[src/rtl/reg_init_sequencer.sv]
// Sensor register-init engine: walks a {reg, value} table and issues one bus write per entry,
// honouring delay/end markers, with optional read-back verification and per-entry retries.
module reg_init_sequencer #(
    parameter int         ROM_AW         = 8,
    parameter int         REG_AW         = 8,
    parameter int         DW             = 8,
    parameter logic [6:0] DEV_ADDR       = 7'h21,
    parameter int         STARTUP_CYCLES = 1000,
    parameter int         DELAY_UNIT     = 1000,
    parameter int         VERIFY         = 0,
    parameter int         RETRIES        = 2
) (
    input  logic                 sys_clk,
    input  logic                 sys_rst_n,
    input  logic                 start_i,
    output logic [ROM_AW-1:0]    rom_addr_o,
    input  logic [REG_AW+DW-1:0] rom_data_i,
    output logic                 xfer_req_o,
    output logic                 xfer_we_o,
    output logic [6:0]           xfer_dev_o,
    output logic [REG_AW-1:0]    xfer_reg_o,
    output logic [DW-1:0]        xfer_wdata_o,
    input  logic [DW-1:0]        xfer_rdata_i,
    input  logic                 xfer_done_i,
    input  logic                 xfer_err_i,
    output logic                 busy_o,
    output logic                 done_o,
    output logic                 error_o,
    output logic [1:0]           fail_code_o,
    output logic [ROM_AW-1:0]    fail_index_o,
    output logic [ROM_AW:0]      write_count_o
);

    localparam logic [3:0] S_IDLE    = 4'd0;
    localparam logic [3:0] S_STARTUP = 4'd1;
    localparam logic [3:0] S_FETCH   = 4'd2;
    localparam logic [3:0] S_DECODE  = 4'd3;
    localparam logic [3:0] S_WR      = 4'd4;
    localparam logic [3:0] S_WR_WAIT = 4'd5;
    localparam logic [3:0] S_RD      = 4'd6;
    localparam logic [3:0] S_RD_WAIT = 4'd7;
    localparam logic [3:0] S_CMP     = 4'd8;
    localparam logic [3:0] S_DELAY   = 4'd9;
    localparam logic [3:0] S_NEXT    = 4'd10;
    localparam logic [3:0] S_DONE    = 4'd11;
    localparam logic [3:0] S_FAIL    = 4'd12;

    logic [3:0]        state_reg;
    logic [ROM_AW-1:0] rom_addr_reg;
    logic [31:0]       cnt_reg;
    logic [DW-1:0]     tick_reg;
    logic [3:0]        retry_reg;
    logic              is_write_reg;
    logic              req_reg;
    logic              we_reg;
    logic [REG_AW-1:0] reg_addr_reg;
    logic [DW-1:0]     wdata_reg;
    logic [DW-1:0]     rdata_reg;
    logic              done_reg;
    logic              error_reg;
    logic [1:0]        fail_code_reg;
    logic [ROM_AW-1:0] fail_index_reg;
    logic [ROM_AW:0]   write_count_reg;

    logic [REG_AW-1:0] rom_ra;
    logic [DW-1:0]     rom_v;
    logic              fail_now;
    logic [1:0]        fail_kind;

    assign rom_ra = rom_data_i[REG_AW+DW-1:DW];
    assign rom_v  = rom_data_i[DW-1:0];

    // Bus errors and verify mismatches share one retry/abort path; error beats a same-cycle done.
    always_comb begin
        fail_now  = 1'b0;
        fail_kind = 2'd0;
        case (state_reg)
            S_WR_WAIT, S_RD_WAIT: begin
                if (xfer_err_i) begin
                    fail_now  = 1'b1;
                    fail_kind = 2'd1;
                end
            end
            S_CMP: begin
                if (rdata_reg != wdata_reg) begin
                    fail_now  = 1'b1;
                    fail_kind = 2'd2;
                end
            end
            default: ;
        endcase
    end

    always_ff @(posedge sys_clk or negedge sys_rst_n) begin
        if (!sys_rst_n) begin
            state_reg       <= S_IDLE;
            rom_addr_reg    <= '0;
            cnt_reg         <= '0;
            tick_reg        <= '0;
            retry_reg       <= '0;
            is_write_reg    <= 1'b0;
            req_reg         <= 1'b0;
            we_reg          <= 1'b0;
            reg_addr_reg    <= '0;
            wdata_reg       <= '0;
            rdata_reg       <= '0;
            done_reg        <= 1'b0;
            error_reg       <= 1'b0;
            fail_code_reg   <= 2'd0;
            fail_index_reg  <= '0;
            write_count_reg <= '0;
        end else begin
            case (state_reg)
                S_IDLE, S_DONE, S_FAIL: begin
                    if (start_i) begin
                        done_reg        <= 1'b0;
                        error_reg       <= 1'b0;
                        fail_code_reg   <= 2'd0;
                        write_count_reg <= '0;
                        retry_reg       <= '0;
                        rom_addr_reg    <= '0;
                        cnt_reg         <= '0;
                        state_reg       <= S_STARTUP;
                    end
                end
                S_STARTUP: begin
                    if (cnt_reg == 32'(STARTUP_CYCLES - 1)) begin
                        cnt_reg   <= '0;
                        state_reg <= S_FETCH;
                    end else begin
                        cnt_reg <= cnt_reg + 32'd1;
                    end
                end
                S_FETCH: state_reg <= S_DECODE;
                S_DECODE: begin
                    reg_addr_reg <= rom_ra;
                    wdata_reg    <= rom_v;
                    tick_reg     <= rom_v;
                    cnt_reg      <= '0;
                    is_write_reg <= 1'b0;
                    if (rom_ra == '1 && rom_v == '1) begin
                        done_reg  <= 1'b1;
                        state_reg <= S_DONE;
                    end else if (rom_ra == '1) begin
                        state_reg <= S_DELAY;
                    end else begin
                        is_write_reg <= 1'b1;
                        state_reg    <= S_WR;
                    end
                end
                S_WR: begin
                    req_reg   <= 1'b1;
                    we_reg    <= 1'b1;
                    state_reg <= S_WR_WAIT;
                end
                S_WR_WAIT: begin
                    if (xfer_err_i || xfer_done_i) begin
                        req_reg <= 1'b0;
                        if (!xfer_err_i) begin
                            state_reg <= (VERIFY != 0) ? S_RD : S_NEXT;
                        end
                    end
                end
                S_RD: begin
                    req_reg   <= 1'b1;
                    we_reg    <= 1'b0;
                    state_reg <= S_RD_WAIT;
                end
                S_RD_WAIT: begin
                    if (xfer_err_i || xfer_done_i) begin
                        req_reg   <= 1'b0;
                        rdata_reg <= xfer_rdata_i;
                        if (!xfer_err_i) begin
                            state_reg <= S_CMP;
                        end
                    end
                end
                S_CMP: begin
                    if (rdata_reg == wdata_reg) begin
                        state_reg <= S_NEXT;
                    end
                end
                // (v+1) ticks of DELAY_UNIT cycles each; tick_reg counts v down to 0
                S_DELAY: begin
                    if (cnt_reg == 32'(DELAY_UNIT - 1)) begin
                        cnt_reg <= '0;
                        if (tick_reg == '0) begin
                            state_reg <= S_NEXT;
                        end else begin
                            tick_reg <= tick_reg - 1'b1;
                        end
                    end else begin
                        cnt_reg <= cnt_reg + 32'd1;
                    end
                end
                S_NEXT: begin
                    if (is_write_reg) begin
                        write_count_reg <= write_count_reg + 1'b1;
                    end
                    retry_reg <= '0;
                    if (rom_addr_reg == '1) begin
                        error_reg      <= 1'b1;
                        fail_code_reg  <= 2'd3;
                        fail_index_reg <= rom_addr_reg;
                        state_reg      <= S_FAIL;
                    end else begin
                        rom_addr_reg <= rom_addr_reg + 1'b1;
                        state_reg    <= S_FETCH;
                    end
                end
                default: state_reg <= S_IDLE;
            endcase

            if (fail_now) begin
                if (retry_reg < 4'(RETRIES)) begin
                    retry_reg <= retry_reg + 4'd1;
                    state_reg <= S_WR;
                end else begin
                    error_reg      <= 1'b1;
                    fail_code_reg  <= fail_kind;
                    fail_index_reg <= rom_addr_reg;
                    state_reg      <= S_FAIL;
                end
            end
        end
    end

    assign rom_addr_o    = rom_addr_reg;
    assign xfer_req_o    = req_reg;
    assign xfer_we_o     = we_reg;
    assign xfer_dev_o    = DEV_ADDR;
    assign xfer_reg_o    = reg_addr_reg;
    assign xfer_wdata_o  = wdata_reg;
    assign busy_o        = (state_reg != S_IDLE) && (state_reg != S_DONE) && (state_reg != S_FAIL);
    assign done_o        = done_reg;
    assign error_o       = error_reg;
    assign fail_code_o   = fail_code_reg;
    assign fail_index_o  = fail_index_reg;
    assign write_count_o = write_count_reg;

endmodule

[config.mk]
export PLATFORM = sky130hd
export DESIGN_NAME = reg_init_sequencer
export DESIGN_NICKNAME = d
export VERILOG_FILES = /design/src/rtl/reg_init_sequencer.sv
export SDC_FILE = /design/constraint.sdc
export NUM_CORES = 1
export LEC_CHECK = 0
export ABC_AREA = 1
export CORE_MARGIN = 2
export CORE_UTILIZATION = 56
export DETAILED_ROUTE_END_ITERATION = 16
export PLACE_DENSITY_LB_ADDON = 0.1
export SLEW_MARGIN = 5
export SYNTH_ARGS = -nofsm -noshare
export SYNTH_HDL_FRONTEND = slang
export SYNTH_SLANG_ARGS = --single-unit
[constraint.sdc]
create_clock -name sys_clk -period 2.3 [get_ports sys_clk]
set_input_delay 0.575 -clock sys_clk [delete_from_list [all_inputs] [get_ports sys_clk]]
set_output_delay 0.575 -clock sys_clk [all_outputs]
set_load 0.05 [all_outputs]
==> impl_metrics.toml, run 1 <==
[run_status]
status = "finished clean"

[synthesis]
syn-mean-instance-area_um2 = 7.31
syn_inst = 849
syn_area_um2 = 6210
ys_seq_elements = 104
ys_types = 41
synth_xor_area_frac = 0.0423
synth-compound-area-share = 0.105
synthAdderAreaFrac = 0.0121
synth_top_family_by_area = "simple AND/OR/NAND/NOR gates"
yosysWarnings = 0
synth_ff_type = "dfrtp_1"
yosys.area_share.simple = 0.326
ys_seq_area_frac = 0.419
muxShareOfSynthArea = 0.00726
synth_edf_count = 0
ys_async_sr_fraction = 1.00

[global_route]
grt_util_met3 = 0.0520
gr-usage-met1 = 0.401
grt_pass1_wl_mm = 26.3
grt_util_met2 = 0.445
gr-max-usage-layer = "met2"
grt_usage = 0.284
overflow = 0
grt_pass1_vias = 5488
grt_max_degree = 58
grt_antenna_before_repair = 0

[clock_network]
cts_buffer_depth = 2
cts_buffers = 9
cts_setup_buffers = 0
htreeDepth = 3
clk_pin_slew_ns = 0.11
clock_latency_ns = 0.40
cts_tree = "built"
cts.sink_count = 104
cts-root-buf = "clkbuf_8"

[layout]
final_common_cell = "nand2_1"
largest_register_ff_count = 32
fillers = 949
num_antenna_cells = 0
mostFrequentLayoutCells = "nand2_1 (256), dfrtp_1 (104), inv_1 (95), nor2_1 (76), clkdlybuf4s50_1 (68)"
syn_to_final_growth_pct = 18.1
final_util = 0.676
nets = 963
drive_gt1_frac = 0.0707

[floorplanning]
die_w_um = 109
start_util = 0.573
die_area_um2 = 11900
top_level_ports = 84
coreArea_um2 = 10800
placementRows = 38
die_h_um = 109

[timing]
setup_viol = 0
tightest_slew_ns = 0.634
period_share = 0.977
setup_tns_ns = 0
maxSlewHeadroom = 0.577
fin_skew_ns = 0.0107
rsz0062_at_grt = "no"
final-max-slew-violation-count = 0
hold_ws_ns = 0.146
hold_viol_final = 0
fin_ws_ns = 0.0537
fmax_ghz = 0.445
min_period_ns = 2.25

[drt]
dr.pass1.iters = 5
drtIter0Drc = 524
vias = 5878
final_antenna_net_count = 0
drt_drc_violations_left = 0
drt-total-wl_mm = 16.0
viasPerCell = 5.48
wire_per_inst_um = 14.9

[power_and_ir_drop]
ir_drop_mv = 0.979
power_density_nw_per_um2 = 1120
p_total_uw = 8240
p_leak_uw = 0.00345

[worst_setup_path]
end_kind = "output port"
worst_ep_required_time_ns = 1.73
cp_cell_sequence = "clkdlybuf4s50_1"
slowest_stage = "clkdlybuf4s50_1"
path_class = "reg2out"
path_delay_family = "buffers and inverters"
cp_slowest_stage_delay_ns = 0.83
worst_ep_arrival_time_ns = 1.67
crit_path_start_kind = "flop"
path_max_fanout = 5
critPathBufInv = 1

[placed_design]
post-dp-hpwl_mm = 11.9
gp_congestion = 0.953
portBuffers = 76
place_ws_ns = 0.304

[hold_path]
hold_class = "in2async"

[job]
drv_cap = 0
-- per-layer routing --
metal | routed length [um] | share of wire
met3 | 1040 | 0.065
met1 | 7440 | 0.46
met4 | 238 | 0.015
met5 | 0 | 0
met2 | 7320 | 0.46
-- metrics by stage --
| stage | std cells | cell area [um^2] |
|---|---|---|
| 2_1_floorplan | 854 | 6230 |
| 3_5_place_dp | 1057 | 7120 |
| 4_1_cts | 1073 | 7320 |
| 3_3_place_gp | 1057 | 7120 |
| 5_1_grt | 1073 | 7330 |
| 6_report | 1073 | 7330 |
-- cell families after synthesis --
group / count (synthesis)
and+or+nand+nor: 461
buffers and inverters: 130
AOI/OAI and AO/OA: 112
DFF: 104
xor gates and xnor gates: 30
adders and majority gates: 6
muxes: 4
other: 2
-- final cells by class --
type	count	area, um^2	share of cell area
clock buffer	9	124	0.0169
clock inverter	7	78.8	0.0108
inverter	106	400	0.0546
multi-input combinational	620	3080	0.420
sequential	104	2600	0.355
tap	140	175	0.0239
timing repair buffer	87	871	0.119
-- worst paths after layout --
check | startpoint | to | slack (ns) | cells after the start
setup / recovery | write_count_o[1] | write_count_o[1] | 0.05 | 1
hold / removal | sys_rst_n | cnt_reg[27] | 0.15 | 2
setup reg to reg | state_reg[2] | tick_reg[5] | 0.35 | 8
hold reg to reg | xfer_reg_o[4] | xfer_reg_o[4] | 0.48 | 2
max in group asynchronous | sys_rst_n | xfer_reg_o[3] | 1.58 | 2
min in group sys_clk | xfer_reg_o[4] | xfer_reg_o[4] | 0.48 | 2
-- report_power, final --
group | internal (uW) | switching, uW | leakage, uW
clock | 515 | 697 | 0.000104
sequential | 2360 | 494 | 0.00136
combinational | 1350 | 2830 | 0.00198
-- synth_stat cells, types with 3 or more instances --
master	n	share of area
nor3_2	3	0.0048
a21oi_1	16	0.013
nand2_4	3	0.0054
o31ai_1	5	0.0060
nand4_1	23	0.023
nor2_2	3	0.0030
ha_1	6	0.012
inv_1	95	0.057
nand2_2	5	0.0050
nor2_1	76	0.046
o21ai_1	18	0.015
mux2_2	4	0.0073
nand2_1	256	0.15
nand3_1	60	0.048
inv_2	9	0.0054
buf_2	7	0.0056
clkbuf_1	7	0.0042
o22ai_1	12	0.012
nor3_1	24	0.019
xnor2_1	6	0.0085
buf_4	8	0.0097
xor2_1	24	0.034
o21bai_1	6	0.0073
o21ai_0	48	0.039
dfrtp_1	104	0.42
-- timing repair --
action,CTS,global route
resized for setup,2,4
endpoints found under the setup margin,2,4
hold buffers,0,0
Note: power is estimated with default switching activity, not from simulation.
==> run 2: changes to the inputs <==
Settings changed: CORE_ASPECT_RATIO set to 1.1, REMOVE_ABC_BUFFERS set to 1, SKIP_CTS_REPAIR_TIMING set to 1.
==> run 2 against run 1 <==
Against the previous run: cell count is 0.37% higher; wire length is 2.2% higher; die area hardly changed; setup slack better by 0.027 ns; fmax is 1.2% higher; sequential cell count stayed put; count of clock-buffer cells in the layout is 1 higher; register-to-register slack worse by 0.02 ns; sequential share of layout area is 0.35 points lower; largest power group unchanged; highest routed layer unchanged.
==> impl_metrics.toml, run 2 (synthesis gave the netlist of run 1 again) <==
[power_and_ir_drop]
p_leak_uw = 0.00341
ir_drop_mv = 0.923
p_switching_uw = 4010
power.share.clock = 0.172
power_switching_share = 0.469
power_density_nw_per_um2 = 1160
combPwrFrac = 0.493
internal_power_uw = 4550
p_seq_frac = 0.335

[floorplanning]
placementRows = 40
die_h_um = 114
coreArea_um2 = 10900
die_w_um = 104
die_area_um2 = 11900
start_util = 0.572
top_level_ports = 84

[worst_setup_path]
cp_slowest_stage_delay_ns = 0.85
r2r_setup_slack_ns = 0.33
worst_ep_required_time_ns = 1.73
path_max_fanout = 5
path_class = "reg2out"
slowest_stage = "clkdlybuf4s50_1"
cp_cell_sequence = "clkdlybuf4s50_1"
crit_path_start_kind = "flop"
timing.rr.end = "fail_index_o[0]"
worst_ep_arrival_time_ns = 1.64
r2r_cells = 12
critPathBufInv = 1
end_kind = "output port"
path_delay_family = "buffers and inverters"
r2r_start = "rom_addr_o[0]"

[timing]
tightest_slew_ns = 0.605
maxSlewHeadroom = 0.596
period_share = 0.965
hold_viol_final = 0
final-max-slew-violation-count = 0
setup_viol = 0
fmax_ghz = 0.451
min_period_ns = 2.22
fin_skew_ns = 0.00445
rsz0062_at_grt = "no"
setup_tns_ns = 0

[layout]
fillers = 942
num_antenna_cells = 0
stdcell_count = 1077
largest_register_ff_count = 32
nets = 964
mostFrequentLayoutCells = "nand2_1 (256), dfrtp_1 (104), inv_1 (95), nor2_1 (76), clkdlybuf4s50_1 (73)"
syn_to_final_growth_pct = 19.3
drive_gt1_frac = 0.0667
final_common_cell = "nand2_1"

[global_route]
gr-max-usage-layer = "met2"
gr-usage-met1 = 0.353
grt_util_met2 = 0.474
grt_antenna_before_repair = 0
grt_max_degree = 105
grt_util_met3 = 0.0484
grt_usage = 0.285
grt_pass1_vias = 5845
grt_pass1_wl_mm = 27.3
overflow = 0

[clock_network]
cts.sink_count = 104
clock_latency_ns = 0.36
cts_tree = "built"
cts_buffer_depth = 2
htreeDepth = 3
cts_buffers = 9
cts-root-buf = "clkbuf_16"
clk_pin_slew_ns = 0.07

[job]
drv_cap = 0

[placed_design]
post-dp-hpwl_mm = 12.0
gp_congestion = 0.956
portBuffers = 76
dpl.cell_count = 1065

[drt]
wire_per_inst_um = 15.2
viasPerCell = 5.47
drt-total-wl_mm = 16.4
vias = 5895
dr.pass1.iters = 5
drtIter0Drc = 406
drt_drc_violations_left = 0
final_antenna_net_count = 0

[run_status]
status = "finished clean"

[hold_path]
hold_class = "in2async"
-- run 2: changes by cell type in the layout (fill, tap and decap cells not counted), sizes merged --
cell           before  now
inv               107  105
dlygate4sd2         2    0
clkinv              5    2
dlymetal6s2s        4    1
clkdlybuf4s50      68   73
buf                13   14
clkbuf              9   10
-- run 2: final cells by class --
cell class                      instances  area (um^2)  area share
Inverter                              106          400      0.0541
Clock inverter                          2         35.0     0.00473
Timing Repair Buffer                   88          873       0.118
Multi-Input combinational cell        620         3080       0.416
Clock buffer                           10          229      0.0309
Sequential cell                       104         2600       0.352
Tap cell                              147          184      0.0248
-- run 2: power by group through the flow --
| stage | registers (uW) | logic (uW) | clock network [uW] |
|---|---|---|---|
| final | 2870 | 4220 | 1470 |
| after global routing | 2930 | 4610 | 1560 |
| after CTS | 2850 | 4230 | 1490 |
| after detailed placement | 2870 | 4210 | 0 |
| after global placement | 2860 | 4090 | 0 |
| after floorplan | 3690 | 1960 | 0 |
-- run 2: stage by stage --
stage               setup WS, ns  hold slack (ns)  power (uW)  utilization  instance area [um^2]
floorplan                 0.0620            0.279        5650            -                  6080
global placement           0.223            0.456        6940        0.657                  7140
detailed placement         0.145            0.463        7080        0.657                  7140
CTS                       0.0312            0.321        8570        0.681                  7400
global route              0.0505            0.331        9100        0.682                  7400
finish                    0.0803            0.264        8550        0.682                  7400
-- run 2: per-layer routing --
layer	vias to the layer above	part of all wire
met5	-	0
met1	2769	0.42
met4	0	0.047
met3	51	0.051
li1	2870	-
met2	205	0.48
-- run 2: how the worst max path moves through the flow --
stage,slack (ns),cells after the start,startpoint,to
2_1_floorplan,0.06,8,state_reg[1],cnt_reg[20]
3_3_place_gp,0.22,9,rom_data_i[15],state_reg[3]
3_5_place_dp,0.15,7,rom_data_i[13],state_reg[0]
4_1_cts,0.03,1,rom_addr_o[0],rom_addr_o[0]
5_1_grt,0.05,1,rom_addr_o[7],rom_addr_o[7]
6_report,0.08,1,rom_addr_o[7],rom_addr_o[7]
==> run 3: changes to the inputs <==
==> constraint.sdc (replaced) <==
create_clock -name sys_clk -period 2.45 [get_ports sys_clk]
set_input_delay 0.3675 -clock sys_clk [delete_from_list [all_inputs] [get_ports sys_clk]]
set_output_delay 0.3675 -clock sys_clk [all_outputs]
set_load 0.05 [all_outputs]
==> run 3 against run 2 <==
Against the previous run: wire length decreased by 2.1%; total power decreased by 6.1%; highest routed layer unchanged; sequential share of layout area decreased by 0.053 points; non-clock buffer count decreased by 4; sequential cell count unchanged; first-iteration DRC count decreased by 0.74%; worst hold slack improved by 0.21 ns; cell count unchanged; setup slack improved by 0.24 ns; global-route usage decreased by 0.52 points; clock power about the same; combinational power decreased by 8.3%.
==> impl_metrics.toml, run 3 (synthesis gave the netlist of run 1 again) <==
[run_status]
status = "finished clean"

[drt]
drt-total-wl_mm = 16.0
dr.pass1.iters = 5
vias = 5790
wire_per_inst_um = 14.9
viasPerCell = 5.38
drtIter0Drc = 403
drt_drc_violations_left = 0
final_antenna_net_count = 0

[power_and_ir_drop]
p_switching_uw = 3740
ir_drop_mv = 0.887
internal_power_uw = 4290
p_leak_uw = 0.00340
power_density_nw_per_um2 = 1080
power.share.clock = 0.185
p_seq_frac = 0.333
combPwrFrac = 0.482
power_switching_share = 0.466

[layout]
mostFrequentLayoutCells = "nand2_1 (256), dfrtp_1 (104), inv_1 (95), nor2_1 (76), clkdlybuf4s50_1 (74)"
stdcell_count = 1077
syn_to_final_growth_pct = 19.5
drive_gt1_frac = 0.0634
nets = 960
largest_register_ff_count = 32
final_common_cell = "nand2_1"
num_antenna_cells = 0
final_area_um2 = 7410

[clock_network]
cts_buffer_depth = 2
cts-root-buf = "clkbuf_16"
cts.sink_count = 104
cts_tree = "built"
clock_latency_ns = 0.35
clk_pin_slew_ns = 0.07
htreeDepth = 3
cts_buffers = 9

[timing]
fin_skew_ns = 0.00723
period_share = 0.868
tightest_slew_ns = 0.557
setup_tns_ns = 0
rsz0062_at_grt = "no"
final-max-slew-violation-count = 0
min_period_ns = 2.13
fmax_ghz = 0.470
maxSlewHeadroom = 0.628
setup_viol = 0
hold_viol_final = 0

[global_route]
grt_antenna_before_repair = 0
gr-max-usage-layer = "met2"
grt_pass1_wl_mm = 26.8
grt_util_met3 = 0.0313
overflow = 0
gr-usage-met1 = 0.362
grt_util_met2 = 0.471
grt_usage = 0.279
grt_max_degree = 46
grt_pass1_vias = 5646

[placed_design]
portBuffers = 76
post-dp-hpwl_mm = 11.9
dpl.cell_count = 1060
gp_congestion = 0.940
post_dp_cell_area_um2 = 7100

[job]
drv_cap = 0

[worst_setup_path]
worst_path_most_repeated_cell = "nand2_1"
slowest_stage = "dfrtp_1"
r2r_setup_slack_ns = 0.32
crit_path_start_kind = "flop"
worst_ep_arrival_time_ns = 2.40
timing.rr.end = "rom_addr_o[0]"
r2r_cells = 9
r2r_start = "rom_addr_o[0]"
end_kind = "flop"
cp_slowest_stage_delay_ns = 0.47
worst_ep_required_time_ns = 2.72
path_class = "reg2reg"
path_max_fanout = 14
cp_cell_sequence = "ha_1, nand2_1, nor2_1, nand2_1, nor2_2, inv_1, nand2_4, inv_2, a21oi_1"

[floorplanning]
top_level_ports = 84
start_util = 0.572
placementRows = 40
coreArea_um2 = 10900
die_w_um = 104
die_area_um2 = 11900
die_h_um = 114

[hold_path]
hold_class = "reg2reg"
min_path_cells = 2
hp-start = "xfer_reg_o[1]"
min_to = "xfer_reg_o[1]"
[run 3: through the flow]
step | total power (uW) | setup slack (ns) | hold WS [ns] | utilization
5_1_grt | 8540 | 0.110 | 0.500 | 0.683
3_3_place_gp | 6480 | 0.407 | 0.329 | 0.654
6_report | 8030 | 0.323 | 0.476 | 0.683
2_1_floorplan | 5310 | 0.212 | 0.0719 | -
3_5_place_dp | 6560 | 0.381 | 0.330 | 0.654
4_1_cts | 8060 | -0.00650 | -0.0463 | 0.682
[run 3: metal layers]
layer	part of all wire	vias up
li1	-	2887
met4	0.036	0
met3	0.037	29
met1	0.45	2724
met5	0	-
met2	0.48	150
[run 3: power groups by stage]
stage	Sequential, uW	Combinational (uW)	Clock [uW]
2_1_floorplan	3460	1840	0
3_3_place_gp	2670	3810	0
3_5_place_dp	2690	3880	0
4_1_cts	2670	3890	1510
5_1_grt	2750	4240	1560
6_report	2680	3870	1490
[run 3: layout make-up]
type,count,area (um^2)
fill,968,3450
multi-input combinational,620,3080
sequential,104,2600
timing repair buffer,84,848
inverter,106,400
clock buffer,13,260
tap,147,184
clock inverter,3,40.0
[run 3: how the worst max path moves through the flow]
stage,start,end,slack (ns),depth (start not counted)
after global routing,rom_addr_o[0],rom_addr_o[4],0.11,9
after CTS,state_reg[2],busy_o,-0.007,7
after global placement,state_reg[2],busy_o,0.41,7
after detailed placement,rom_addr_o[0],rom_addr_o[0],0.38,9
after floorplan,state_reg[1],cnt_reg[20],0.21,8
final,rom_addr_o[0],rom_addr_o[0],0.32,9
[run 3: worst max-delay path: cells and delay by family, from the launching register on]
kind,cells,cell delay (ns)
flops,1,0.47
fa+ha+maj,1,0.22
simple gates,5,1.00
compound gates,1,0.15
buf+inv,2,0.20
